$ cat config.mk
export PLATFORM = sky130hd
export DESIGN_NAME = pc_sequencer
export DESIGN_NICKNAME = d
export VERILOG_FILES = /design/src/rtl/pc_sequencer.sv
export SDC_FILE = /design/constraint.sdc
export NUM_CORES = 1
export LEC_CHECK = 0
export BUFFER_PORTS_ARGS = -buffer_cell sky130_fd_sc_hd__buf_2
export CORE_UTILIZATION = 51
export CTS_CLUSTER_SIZE = 30
export DETAILED_ROUTE_END_ITERATION = 8
export PLACE_DENSITY_LB_ADDON = 0.08
export SETUP_SLACK_MARGIN = 0.5
export SYNTH_ARGS = -nofsm -noshare
export SYNTH_HDL_FRONTEND = slang
export SYNTH_SLANG_ARGS = --single-unit
$ cat constraint.sdc
create_clock -name clk -period 1.95 [get_ports clk]
set_input_delay 0.39 -clock clk [delete_from_list [all_inputs] [get_ports clk]]
set_output_delay 0.39 -clock clk [all_outputs]
set_load 0.05 [all_outputs]
$ cat src/rtl/pc_sequencer.sv
// Program counter with a shift-register return/data stack for a small sequencing core.
// Optional sticky overflow/underflow flags are built only when PC_STACK_FLAGS_EN is defined.
module pc_sequencer #(
    parameter int AW    = 12,
    parameter int DEPTH = 4,
    parameter int STEP  = 2
) (
    input  logic                     clk,
    input  logic                     reset,
    input  logic                     stall,
    input  logic                     branch_en,
    input  logic                     call_en,
    input  logic                     ret_en,
    input  logic                     push_en,
    input  logic                     pop_en,
    input  logic [AW-1:0]            target,
    input  logic [AW-1:0]            push_data,
    input  logic                     flag_clear,
    output logic [AW-1:0]            pc,
    output logic [AW-1:0]            stack_top,
    output logic [$clog2(DEPTH):0]   depth,
    output logic                     overflow,
    output logic                     underflow
);

    localparam int              DW     = $clog2(DEPTH) + 1;
    localparam logic [AW-1:0]   STEP_V = AW'(STEP);
    localparam logic [DW-1:0]   FULL   = DW'(DEPTH);

    logic [AW-1:0] pc_q, pc_d, pc_inc;
    logic [AW-1:0] stack_q [DEPTH];
    logic [AW-1:0] stack_d [DEPTH];
    logic [DW-1:0] depth_q, depth_d;
    logic          do_push, do_pop;
    logic [AW-1:0] push_val;
    logic          ovf_set, unf_set;

    // One command per cycle; ret > call > branch > pop > push.
    always_comb begin
        pc_inc   = pc_q + STEP_V;
        pc_d     = pc_q;
        do_push  = 1'b0;
        do_pop   = 1'b0;
        push_val = push_data;
        if (!stall) begin
            if (ret_en) begin
                pc_d   = stack_q[0];
                do_pop = 1'b1;
            end else if (call_en) begin
                pc_d     = target;
                do_push  = 1'b1;
                push_val = pc_inc;
            end else if (branch_en) begin
                pc_d = target;
            end else if (pop_en) begin
                pc_d   = pc_inc;
                do_pop = 1'b1;
            end else if (push_en) begin
                pc_d    = pc_inc;
                do_push = 1'b1;
            end else begin
                pc_d = pc_inc;
            end
        end
    end

    // Push drops the deepest entry when full; pop keeps the bottom entry in place.
    always_comb begin
        stack_d = stack_q;
        depth_d = depth_q;
        ovf_set = 1'b0;
        unf_set = 1'b0;
        if (do_push) begin
            for (int i = DEPTH - 1; i > 0; i--) begin
                stack_d[i] = stack_q[i-1];
            end
            stack_d[0] = push_val;
            if (depth_q == FULL) begin
                ovf_set = 1'b1;
            end else begin
                depth_d = depth_q + DW'(1);
            end
        end else if (do_pop) begin
            for (int i = 0; i < DEPTH - 1; i++) begin
                stack_d[i] = stack_q[i+1];
            end
            if (depth_q == '0) begin
                unf_set = 1'b1;
            end else begin
                depth_d = depth_q - DW'(1);
            end
        end
    end

    always_ff @(posedge clk or posedge reset) begin
        if (reset) begin
            pc_q    <= '0;
            depth_q <= '0;
            for (int i = 0; i < DEPTH; i++) begin
                stack_q[i] <= '0;
            end
        end else begin
            pc_q    <= pc_d;
            depth_q <= depth_d;
            stack_q <= stack_d;
        end
    end

`ifdef PC_STACK_FLAGS_EN
    logic ovf_q, ovf_d, unf_q, unf_d;

    // Clear beats a same-cycle set; stall freezes the flags too.
    always_comb begin
        ovf_d = ovf_q;
        unf_d = unf_q;
        if (!stall) begin
            if (flag_clear) begin
                ovf_d = 1'b0;
                unf_d = 1'b0;
            end else begin
                ovf_d = ovf_q | ovf_set;
                unf_d = unf_q | unf_set;
            end
        end
    end

    always_ff @(posedge clk or posedge reset) begin
        if (reset) begin
            ovf_q <= 1'b0;
            unf_q <= 1'b0;
        end else begin
            ovf_q <= ovf_d;
            unf_q <= unf_d;
        end
    end

    assign overflow  = ovf_q;
    assign underflow = unf_q;
`else
    logic unused_flags;
    assign unused_flags = ^{flag_clear, ovf_set, unf_set};
    assign overflow     = 1'b0;
    assign underflow    = 1'b0;
`endif

    assign pc        = pc_q;
    assign stack_top = stack_q[0];
    assign depth     = depth_q;

endmodule

Yosys cells after proc, flatten, opt, wreduce, memory -nomap -nowiden
Cells that the tools add are included.

Bits in registers: 63. Output and inout bits: 29.

$add $sub $neg: 3. Equality and inequality tests: 3. Muxes and demuxes: 23. Reductions and logical operators: 3.

Operator list (number): 12-bit two-way mux (6); 36-bit two-way mux (2); 12-bit by 2-bit adder with 12-bit output, second input constant (1); 3-bit two-way mux (4); 1-bit two-way mux (11); 2-bit != test, second input constant (2); 3-bit by 1-bit adder with 3-bit output, second input constant (1); 3-bit == test, second input constant (1); 3-bit zero test (1); 3-bit AND reduction (1); 3-bit by 1-bit subtractor with 3-bit output, second input constant (1); 2-bit nonzero test (1).

Depth between registers and ports, before layout
Word-level depth: 8. Depth in mapped cells: 9. Depth with buffers taken out: 7.

Least setup slack after synthesis
No wires, ideal clock.

Path type: input to register. From: in stall. To: reg depth_q[2], in the netlist depth[2]. Library setup time: 0.152 ns. Data arrival time: 1.859 ns. Path slack: -0.062 ns. Cell stages on the path: 9. Cell sequence: buf_2 > nor2_2 > o21a_2 > buf_2 > xnor2_1 > ha_1 > nor2_1 > a32oi_1 > o22ai_1.

Cells in the longest elaborated chain, start to end: 3. Elaborated cells on any way between the ends: 7.

Ends and longest elaborated chain: start, declared (line 10) `input logic stall,`; 1-bit two-way mux (line 45) `if (!stall) begin`; 2-bit != test (no source line) / 2-bit nonzero test (equally long branches); 3-bit AND reduction (no source line); end signal, assigned (line 104) `depth_q <= depth_d;`; end, declared (line 33) `logic [DW-1:0] depth_q, depth_d;`.

Parallel ways exist; a longest one is shown, timed or not. A chain may end at the register's enable or synchronous reset.

Worst setup path after layout
From: reg pc_q[1], in the netlist pc[1]. To: reg stack_q (netlist bit stack_top[11]).

Cells in the longest elaborated chain, start to end: 5.

Ends and longest elaborated chain: start, declared (line 30) `logic [AW-1:0] pc_q, pc_d, pc_inc;`; start signal, assigned (line 103) `pc_q <= pc_d;`; 12-bit by 2-bit adder with 12-bit output (line 40) `pc_inc = pc_q + STEP_V;`; 12-bit two-way mux (line 49) `end else if (call_en) begin`; 12-bit two-way mux (line 46) `if (ret_en) begin`; 12-bit two-way mux (line 45); 36-bit two-way mux (line 73) `if (do_push) begin`; end signal, assigned (line 105) `stack_q <= stack_d;`; end, declared (line 31) `logic [AW-1:0] stack_q [DEPTH];`.

Every way passes these cells.

==> key figures <==
Cells and area
  • # fillers: 508
  • Nets: 498
  • Area of the multi-input gates: 1860 sq um
  • Diode count: 0
  • Final design utilization: 0.686
  • P&R area growth vs syn: 27.3%
  • Layout cells sized above 1: 0.359
  • Sequential cell area: 1600 sq um

Global routing
  • First-pass GRT wire length: 14600 um
  • Antenna violations before repair: 0
  • Total track usage: 0.261
  • Vias in the first global route: 2954
  • Global route overflow: 0
  • Largest net degree at the start of global routing: 32

Synthesis
  • Post-Synthesis Cells: 404
  • Post-synth EDFFs: 0
  • Library cells used by synthesis: 51
  • Yosys top cell area share: 0.450
  • Synth area leaders: dfrtp_1 45%, nand2_1 11%, a31oi_1 5.0%, nor2_1 3.6%, buf_4 3.4%
  • Ys async rst share: 1.00
  • Syn_area_per_cell: 8.67 sq um
  • Prevailing post-synth register cell: dfrtp_1
  • Dominant cell type by area after synthesis: dfrtp_1
  • Sequential area share after synthesis: 0.450
  • Mapped Area: 3500 sq um
  • Syn. warnings: 0
  • Seq cells post-synth: 63

Route
  • Initial DRC count: 182
  • Post-DRT Antenna Nets: 0
  • Number of vias per cell: 5.70
  • Routed WL: 8940 um
  • Pre-antenna DRT Iters: 8
  • Vias: 3106
  • Residual DRC: 7
  • Wire length per cell: 16.4 um

Setup path
  • Setup crit end: stack_top[11]
  • Setup crit end kind: register
  • Critical path startpoint: pc[1]
  • Reg2reg start: pc[1]
  • Crit path largest cell delay: 470 ps
  • CP Launch Type: register
  • Critical path, cell by cell: ha_4 > nand3_2 > or4_1 > and2_1 > o221ai_2
  • Critical-path top delay cell: dfrtp_4
  • Crit path arrival time: 1830 ps
  • Critical path type: register to register
  • R2R Path End: stack_top[11]
  • Worst r2r path cells: 5
  • Worst-path maximum fanout: 5
  • Setup slack, reg-to-reg: 400 ps
  • Critical path required time: 2220 ps

Placement
  • HPWL reported at the end of detailed placement: 5890 um
  • Final weighted congestion in routability-driven placement: 0.924
  • PortBufs: 58

Power and ir drop
  • Power per cell area: 1130 nW/um^2
  • Gate power share: 0.339
  • Cell-internal power: 3050 uW
  • Switch Pwr: 1990 uW
  • Seq pwr share: 0.398
  • Maximum VDD drop: 0.988 mV
  • Power, Total: 5040 uW
  • Switch share: 0.395
  • Clock network power share: 0.263
  • Leakage: 0.00199 uW

Timing
  • Sum Neg Setup Slack: 0 ps
  • Worst-Margin Slew: 525 ps
  • Fmax: 644 MHz
  • Slew margin rel.: 0.649
  • RSZ-0062 raised after global routing: true
  • Pins Over Slew Limit: 0
  • Endpoints failing hold: 0
  • Final Skew: 7.48 ps
  • Final Critical Period: 1550 ps
  • Setup Viol. Count Final: 0
  • Period utilization: 0.796

Die
  • IO Count: 62
  • Chip height: 84.9 um
  • Die Wd: 84.9 um
  • Initial core utilization: 0.539
  • Die Area: 7200 sq um
  • Placeable Area: 6490 sq um
  • Row count: 29

Hold path
  • Worst min path class: primary input to asynchronous set/reset pin

Run status
  • Failing checks: design-rule violations
  • Status: finished with violations

Clock tree
  • TritonCTS clock tree: done
  • Clock H-tree levels: 3
  • Clk sink count: 63
  • Hold-fix buffers at CTS: 0
  • CTS root buffer: clkbuf_8
  • CTS clk-pin slew, worst paths: 80 ps
  • CTS max path bufs: 2
  • Clock network latency to the later pin of the worst-skew pair: 350 ps
  • Cts bufs inserted: 9

Flow run
  • Max Cap Viol: 0
-- state kept, by name, indices dropped and copies added (netlist names) --
signal	count
stack_q	36
depth	3
pc	12
stack_top	12
-- cells in the mapped netlist, types with 3 or more instances --
master / count
xor2_1: 3
buf_6: 3
o21a_1: 5
and2_1: 4
nor3_1: 13
nand3_1: 9
clkbuf_1: 11
a21oi_1: 6
nand2_1: 101
mux2i_1: 10
o22ai_1: 5
nor3b_1: 10
buf_2: 11
o21ai_0: 18
dfrtp_1: 63
buf_4: 16
nor2_1: 34
a221o_1: 4
a31oi_1: 28
a211oi_1: 4
-- power groups by stage --
| stage | Combinational [uW] | Sequential, uW | Clock [uW] |
|---|---|---|---|
| finish | 1710 | 2000 | 1330 |
| global route | 1840 | 2050 | 1400 |
| CTS | 1610 | 1990 | 1330 |
| detailed placement | 1480 | 2030 | 0 |
| global placement | 1450 | 2000 | 0 |
| floorplan | 1050 | 2140 | 0 |
-- per-layer routing --
| metal | up-vias | share of wire | GRT usage |
|---|---|---|---|
| met5 | - | 0 | 0 |
| met1 | 1476 | 0.49 | 0.382 |
| met3 | 9 | 0.051 | 0.0516 |
| met2 | 107 | 0.45 | 0.380 |
| met4 | 0 | 0.013 | 0.114 |
| li1 | 1514 | - | - |
-- cell usage in the layout, fill, tap and decap left out, types with 3 or more instances in the layout --
| master | instances |
|---|---|
| o21ai_1 | 3 |
| buf_12 | 5 |
| inv_6 | 3 |
| a31oi_1 | 28 |
| dfrtp_2 | 17 |
| a221o_1 | 4 |
| buf_4 | 48 |
| nor3_2 | 6 |
| a21oi_1 | 6 |
| clkbuf_8 | 9 |
| clkbuf_4 | 5 |
| o21ai_0 | 16 |
| xor2_2 | 3 |
| a211oi_1 | 3 |
| nor3_1 | 7 |
| nand3_1 | 5 |
| o22ai_1 | 5 |
| nor2_1 | 34 |
| nand2_1 | 100 |
| o21a_1 | 5 |
| nor3b_1 | 8 |
| mux2i_1 | 10 |
| buf_2 | 32 |
| dfrtp_1 | 45 |
| nand3_2 | 4 |
-- cell type report --
class / count / area share
Tap cell: 77 / 0.0216
Multi-Input combinational cell: 297 / 0.418
Inverter: 2 / 0.00253
Sequential cell: 63 / 0.359
Clock inverter: 7 / 0.0230
Clock buffer: 9 / 0.0278
Timing Repair Buffer: 90 / 0.148
-- how the worst min path moves through the flow --
| stage | from | end | slack, ps | cells past startpoint |
|---|---|---|---|---|
| detailed placement | reset | stack_q[32] | 450 | 2 |
| global route | reset | stack_top[10] | 90 | 2 |
| CTS | reset | stack_top[9] | 80 | 2 |
| floorplan | stack_q[10] | stack_q[10] | 450 | 2 |
| finish | reset | stack_top[9] | 70 | 2 |
| global placement | reset | stack_q[32] | 450 | 2 |
-- through the flow --
| step | instance area, sq um | hold WS, ps | setup slack [ps] | cells |
|---|---|---|---|---|
| after global placement | 3950 | 450 | 189 | 514 |
| after CTS | 4310 | 82.1 | 413 | 540 |
| after floorplan | 3670 | 446 | 199 | 405 |
| after global routing | 4460 | 89.2 | 349 | 545 |
| after detailed placement | 3950 | 455 | 161 | 514 |
| final | 4460 | 72.0 | 397 | 545 |
-- kinds of logic (layout without fill, tap and decap cells) --
| logic type | after synthesis | after routing | synth area share |
|---|---|---|---|
| other cells | 1 | 2 | 0.00107 |
| fa+ha+maj | 2 | 2 | 0.00714 |
| flops | 63 | 63 | 0.450 |
| simple gates | 186 | 186 | 0.236 |
| mux | 12 | 12 | 0.0350 |
| xor+xnor | 5 | 5 | 0.0125 |
| buf+inv | 45 | 108 | 0.0757 |
| compound gates | 90 | 90 | 0.183 |
-- timing repair --
action                                  CTS  global route
gates resized for setup                  18            39
gates cloned                              0             0
endpoints found under the setup margin   27            40
setup buffers                            10             5
pin swaps                                 4             6
-- worst max-delay path, delay by kind of cell (launching register included) --
kind | cells | cell delay (ps)
flops | 1 | 470
simple gates | 3 | 690
fa+ha+maj | 1 | 200
compound gates | 1 | 120
(Power assumes the default switching activity.)
